--- src/rtl/riscv_pkg.sv ---
// rtl/riscv_pkg.sv - ALU opcodes, operand-select encodings and ID/EX payload type
package riscv_pkg;

    typedef enum logic [3:0] {
        ALU_ADD  = 4'b0000,
        ALU_SUB  = 4'b0001,
        ALU_SLL  = 4'b0010,
        ALU_SLT  = 4'b0011,
        ALU_SLTU = 4'b0100,
        ALU_XOR  = 4'b0101,
        ALU_SRL  = 4'b0110,
        ALU_SRA  = 4'b0111,
        ALU_OR   = 4'b1000,
        ALU_AND  = 4'b1001,
        ALU_LUI  = 4'b1110
    } alu_op_e;

    typedef enum logic [1:0] {
        SRC1_RS1  = 2'b00,
        SRC1_PC   = 2'b01,
        SRC1_ZERO = 2'b10
    } src1_sel_e;

    typedef enum logic [1:0] {
        SRC2_RS2  = 2'b00,
        SRC2_IMM  = 2'b01,
        SRC2_FOUR = 2'b10
    } src2_sel_e;

    typedef struct packed {
        logic        valid;
        logic [31:0] pc;
        logic [4:0]  rs1_addr;
        logic [4:0]  rs2_addr;
        logic [4:0]  rd_addr;
        logic [31:0] rs1_data;
        logic [31:0] rs2_data;
        logic [31:0] imm;
        logic [3:0]  alu_ctrl;
        src1_sel_e   src1_sel;
        src2_sel_e   src2_sel;
        logic        reg_write;
        logic        mem_read;
        logic        mem_write;
    } id_ex_t;

endpackage

--- src/rtl/fwd_unit.sv ---
// rtl/fwd_unit.sv - MEM/WB operand bypass for one source register
module fwd_unit #(
    parameter bit FWD_EN = 1'b1
) (
    input  logic [4:0]  rs_addr,
    input  logic [31:0] rs_data,
    input  logic        mem_fwd_en,
    input  logic [4:0]  mem_fwd_rd,
    input  logic [31:0] mem_fwd_data,
    input  logic        wb_fwd_en,
    input  logic [4:0]  wb_fwd_rd,
    input  logic [31:0] wb_fwd_data,
    output logic [31:0] fwd_data
);

    logic mem_hit;
    logic wb_hit;

    // x0 is hardwired to zero, so a write to it must never be bypassed
    assign mem_hit = FWD_EN && mem_fwd_en && (mem_fwd_rd == rs_addr) && (rs_addr != 5'd0);
    assign wb_hit  = FWD_EN && wb_fwd_en  && (wb_fwd_rd  == rs_addr) && (rs_addr != 5'd0);

    always_comb begin
        fwd_data = rs_data;
        if (mem_hit) begin
            fwd_data = mem_fwd_data;
        end else if (wb_hit) begin
            fwd_data = wb_fwd_data;
        end
    end

endmodule

--- src/rtl/id_ex_stage.sv ---
// rtl/id_ex_stage.sv - ID/EX pipeline register with hazard detection and operand bypass
module id_ex_stage
    import riscv_pkg::*;
#(
    parameter bit FWD_EN = 1'b1
) (
    input  logic        clk,
    input  logic        rst,
    input  logic        id_valid,
    input  logic [31:0] id_pc,
    input  logic [31:0] id_rs1_data,
    input  logic [31:0] id_rs2_data,
    input  logic [31:0] id_imm,
    input  logic [4:0]  id_rs1_addr,
    input  logic [4:0]  id_rs2_addr,
    input  logic [4:0]  id_rd_addr,
    input  logic [3:0]  id_alu_ctrl,
    input  logic [1:0]  id_src1_sel,
    input  logic [1:0]  id_src2_sel,
    input  logic        id_reg_write,
    input  logic        id_mem_read,
    input  logic        id_mem_write,
    input  logic        stall,
    input  logic        flush,
    input  logic        mem_fwd_en,
    input  logic [4:0]  mem_fwd_rd,
    input  logic [31:0] mem_fwd_data,
    input  logic        wb_fwd_en,
    input  logic [4:0]  wb_fwd_rd,
    input  logic [31:0] wb_fwd_data,
    output logic [31:0] alu_src1,
    output logic [31:0] alu_src2,
    output logic [3:0]  alu_ctrl,
    output logic        ex_valid,
    output logic [31:0] ex_pc,
    output logic [31:0] ex_store_data,
    output logic [4:0]  ex_rd_addr,
    output logic        ex_reg_write,
    output logic        ex_mem_read,
    output logic        ex_mem_write,
    output logic        load_use_stall
);

    id_ex_t      ex_q;
    id_ex_t      id_next;
    logic [31:0] rs1_fwd;
    logic [31:0] rs2_fwd;

    always_comb begin
        id_next           = '0;
        id_next.valid     = id_valid;
        id_next.pc        = id_pc;
        id_next.rs1_addr  = id_rs1_addr;
        id_next.rs2_addr  = id_rs2_addr;
        id_next.rd_addr   = id_rd_addr;
        id_next.rs1_data  = id_rs1_data;
        id_next.rs2_data  = id_rs2_data;
        id_next.imm       = id_imm;
        id_next.alu_ctrl  = id_alu_ctrl;
        id_next.src1_sel  = src1_sel_e'(id_src1_sel);
        id_next.src2_sel  = src2_sel_e'(id_src2_sel);
        id_next.reg_write = id_reg_write;
        id_next.mem_read  = id_mem_read;
        id_next.mem_write = id_mem_write;
    end

    assign load_use_stall = ex_q.valid && ex_q.mem_read && (ex_q.rd_addr != 5'd0) && id_valid &&
                            ((id_rs1_addr == ex_q.rd_addr) || (id_rs2_addr == ex_q.rd_addr));

    // A bubble is an all-zero payload, identical to the reset image
    always_ff @(posedge clk) begin
        if (rst || flush) begin
            ex_q <= '0;
        end else if (stall) begin
            ex_q.rs1_data <= rs1_fwd;
            ex_q.rs2_data <= rs2_fwd;
        end else if (load_use_stall) begin
            ex_q <= '0;
        end else begin
            ex_q <= id_next;
        end
    end

    fwd_unit #(.FWD_EN(FWD_EN)) u_fwd_rs1 (
        .rs_addr      (ex_q.rs1_addr),
        .rs_data      (ex_q.rs1_data),
        .mem_fwd_en   (mem_fwd_en),
        .mem_fwd_rd   (mem_fwd_rd),
        .mem_fwd_data (mem_fwd_data),
        .wb_fwd_en    (wb_fwd_en),
        .wb_fwd_rd    (wb_fwd_rd),
        .wb_fwd_data  (wb_fwd_data),
        .fwd_data     (rs1_fwd)
    );

    fwd_unit #(.FWD_EN(FWD_EN)) u_fwd_rs2 (
        .rs_addr      (ex_q.rs2_addr),
        .rs_data      (ex_q.rs2_data),
        .mem_fwd_en   (mem_fwd_en),
        .mem_fwd_rd   (mem_fwd_rd),
        .mem_fwd_data (mem_fwd_data),
        .wb_fwd_en    (wb_fwd_en),
        .wb_fwd_rd    (wb_fwd_rd),
        .wb_fwd_data  (wb_fwd_data),
        .fwd_data     (rs2_fwd)
    );

    always_comb begin
        case (ex_q.src1_sel)
            SRC1_RS1: alu_src1 = rs1_fwd;
            SRC1_PC:  alu_src1 = ex_q.pc;
            default:  alu_src1 = 32'd0;
        endcase
        case (ex_q.src2_sel)
            SRC2_RS2:  alu_src2 = rs2_fwd;
            SRC2_IMM:  alu_src2 = ex_q.imm;
            SRC2_FOUR: alu_src2 = 32'd4;
            default:   alu_src2 = 32'd0;
        endcase
    end

    assign alu_ctrl      = ex_q.alu_ctrl;
    assign ex_valid      = ex_q.valid;
    assign ex_pc         = ex_q.pc;
    assign ex_store_data = rs2_fwd;
    assign ex_rd_addr    = ex_q.rd_addr;
    assign ex_reg_write  = ex_q.reg_write;
    assign ex_mem_read   = ex_q.mem_read;
    assign ex_mem_write  = ex_q.mem_write;

endmodule

--- config.mk ---
export PLATFORM = sky130hd
export DESIGN_NAME = id_ex_stage
export DESIGN_NICKNAME = d
export VERILOG_FILES = /design/src/rtl/riscv_pkg.sv /design/src/rtl/fwd_unit.sv /design/src/rtl/id_ex_stage.sv
export SDC_FILE = /design/constraint.sdc
export NUM_CORES = 1
export LEC_CHECK = 0
export BUFFER_PORTS_ARGS = -buffer_cell sky130_fd_sc_hd__buf_4
export CORE_AREA = 2 2 147 149
export DETAILED_ROUTE_END_ITERATION = 10
export DIE_AREA = 0 0 149 151
export PLACE_DENSITY = 0.78
export SLEW_MARGIN = 20
export SYNTH_ARGS = -nofsm -noshare
export SYNTH_HDL_FRONTEND = slang
export SYNTH_HIERARCHICAL = 1
export SYNTH_SLANG_ARGS = --single-unit
--- constraint.sdc ---
create_clock -name clk -period 4.93 [get_ports clk]
set_clock_uncertainty 0.1 [all_clocks]
set_input_delay 0.7395 -clock clk [delete_from_list [all_inputs] [get_ports clk]]
set_output_delay 0.7395 -clock clk [all_outputs]
set_load 0.02 [all_outputs]
==> results.yml <==
synth:
  synth.area.top_cells: "dfxtp_1, a32oi_1, o21ai_0, mux2i_1, nand2_1"
  synth_top_cell_by_area: "dfxtp_1"
  synth-seq-cells: 155
  yosys-top-cells-count: "o21ai_0, nand2_1, a32oi_1, dfxtp_1, clkbuf_1"
  async_flop_share_pct: 0
  synth.most_common_cell: "o21ai_0"
  netlist_instances: 1307
  synth_edf_count: 0
  ys_types: 30
  synthSimpleGateAreaFrac_pct: 16.8
  synth_top_family_by_area: "compound AO/OA/AOI/OAI gates"
  synth_top_area_share_pct: 31.4
  syn_nets: 1542
  syn_avg_cell_area_sq_um: 7.57
  ys_seq_area_share_pct: 31.4
  synth-xor-area-share_pct: 2.65
  synthAdderAreaFrac_pct: 0
  synth_warnings: 6
  ys.flop_type: "dfxtp_1"
  synth_compound_area_share_pct: 29.9
  synthMuxAreaShare_pct: 6.37
  synth_area_sq_mm: 0.00990
floorplan:
  rows: 53
  die_x_microns: 149
  fp.dieH_microns: 151
  dieArea_sq_mm: 0.0225
  pin_count: 377
  core_area_sq_mm: 0.0208
  initial_core_util_pct: 47.5
routing:
  drt_iter0_markers: 1120
  wl_per_cell_microns: 21.7
  drc_errors: 0
  ant_nets: 0
  vias_per_cell: 6.14
  vias: 11200
  drt_wl_total_microns: 39700
  drtPass1Iterations: 5
worst_hold_path:
  hp-start: "ex_mem_write"
  hold_end: "ex_mem_write"
  hold_class: "reg2reg"
  holdPathStages: 2
pwr:
  p_leak_nw: 5.11
  vdd_drop_max_uv: 237
  p_per_area_mw_per_mm2: 294
setup_path:
  worstPathMaxFanout: 14
  crit_path_end_kind: "output port"
  startpoint_type: "flop"
  worstPathArrival_ns: 3.54
  crit_top_cell: "buf_4"
  required_ns: 4.09
  reg2reg_slack_ns: 1.83
  max_stage_delay_ns: 0.62
  rr_worst_depth: 7
  rr_endpoint: "ex_q[49]"
  slowest_stage: "nand4_1"
  crit_type: "reg2out"
  crit_chain: "xnor2_1, nand4_1, buf_4, or3_1, a31oi_1, mux2i_1, nor2_1, buf_4"
  r2r-start: "ex_q[112]"
clocking:
  cts_setup_buffers: 0
  post_cts_resized: 0
  ctsHoldBuffers: 0
  cts_tree: "yes"
  htree_levels: 4
  insertion_delay_ns: 0.43
  numCtsBuffers: 17
  cts_buffer_depth: 2
  cts-root-buf: "clkbuf_16"
  clkTransAtPathRegs_ns: 0.06
  clock_sinks: 155
timing:
  relSlewSlack_pct: 26.7
  fin_crit_sh_pct: 88.8
  rsz0062_at_grt: "false"
  fin_tns_setup_ns: 0
  fmax_mhz: 228
  whs_ns: 0.369
  finalSetupViolCount: 0
  hold_violations: 0
  min_period_ns: 4.38
  finalMaxSlewViolations: 0
  worst_slew_pin_slew_ns: 1.10
grt:
  use_met3_pct: 8.22
  grt_overflow: 0
  use_met2_pct: 53.5
  grtUsageMet1_pct: 43.6
  grt_first_pass_wirelength_microns: 58300
  grt_max_degree: 161
  grt_antenna_before_repair: 1
  first_global_vias: 9882
  grt_usage_pct: 33.5
  grt-busiest-layer: "met2"
place:
  dp_hpwl_microns: 27600
  io_buffer_count: 376
  place.gp.congestion: 0.955
finish:
  syn2layout_area_growth_pct: 30.7
  drive_above_1_share_pct: 28.5
  nNetsFinal: 1775
run_status:
  status: "finished, final reports clean"
flow_run:
  max-cap-violations: 0
-- layout make-up --
class                   instances  area [sq um]
inverters                      64           240
clock inverters                11           195
clock buffers                  18           439
multi-input cells             902          5530
repair buffers                400          3080
flip-flops and latches        155          3110
diodes                          1          2.50
fillers                      1901          7880
well taps                     275           344
-- how the worst max path moves through the flow --
stage | to | cells after the start | startpoint
6_report | alu_src2[4] | 8 | ex_q[112]
3_5_place_dp | alu_src2[4] | 9 | wb_fwd_rd[2]
4_1_cts | alu_src2[4] | 8 | ex_q[112]
5_1_grt | alu_src2[4] | 8 | ex_q[112]
3_3_place_gp | alu_src2[6] | 9 | wb_fwd_rd[3]
2_1_floorplan | alu_src2[23] | 7 | wb_fwd_rd[0]
-- critical path, delay by kind of cell, from the launching register on --
kind            cells  cell delay [ns]
xor+xnor            1             0.16
mux                 1             0.16
compound gates      1             0.53
flops               1             0.56
buf+inv             2             0.58
simple gates        3             1.10
-- per-stage QoR --
step / cell area (sq um) / setup WS, ns / utilization (%) / total power, mW / cells
6_report: 12900 / 0.553 / 62.1 / 3.80 / 1826
5_1_grt: 12900 / 0.442 / 62.1 / 3.93 / 1826
4_1_cts: 12900 / 0.592 / 62.1 / 3.80 / 1825
3_5_place_dp: 12300 / 0.747 / 59.1 / 2.35 / 1796
3_3_place_gp: 12300 / 0.787 / 59.1 / 2.33 / 1796
2_1_floorplan: 9900 / 1.48 / - / 1.91 / 1307
-- layer usage --
layer	vias to the layer above	wire length, microns
li1	5213	-
met1	5304	15900
met2	632	18400
met3	65	3980
met4	0	1450
met5	-	0
-- sequential cells by signal, indices dropped and copies added (netlist names) --
name	flops
alu_ctrl	4
ex_mem_read	1
ex_mem_write	1
ex_pc	32
ex_q	110
ex_rd_addr	5
ex_reg_write	1
ex_valid	1
-- power by group --
group	internal (mW)	switching, mW
clock	0.906	0.560
sequential	1.33	0.0686
combinational	0.392	0.537
-- layout by cell type, fill, tap and decap left out --
cell type	count
or4_4	3
nor2_1	63
xnor2_1	30
nor3b_2	1
o22ai_4	1
clkbuf_8	1
buf_12	6
nand4_1	4
clkinv_4	3
or2_1	2
a32oi_1	155
o211ai_4	2
dfxtp_2	2
clkbuf_16	17
inv_6	1
a21oi_1	1
bufinv_16	5
clkinv_2	2
nor3_1	65
diode_2	1
mux2i_1	63
a31oi_1	64
inv_1	64
or3_1	64
nand2_1	157
nand3_1	2
nor3_2	1
dfxtp_1	153
nor2b_1	1
o2111ai_4	1
nand2b_1	1
o21ai_0	206
buf_4	394
o21ai_1	13
o211ai_2	2
-- logic make-up (layout without fill, tap and decap cells) --
group                     count (synthesis)  in the layout
DFF                                     155            155
other                                     0              1
and+or+nand+nor                         364            364
xor gates and xnor gates                 30             30
muxes                                    63             63
buffers and inverters                   250            493
AOI/OAI and AO/OA                       445            445
No activity file was read; power rests on OpenSTA's default activity.
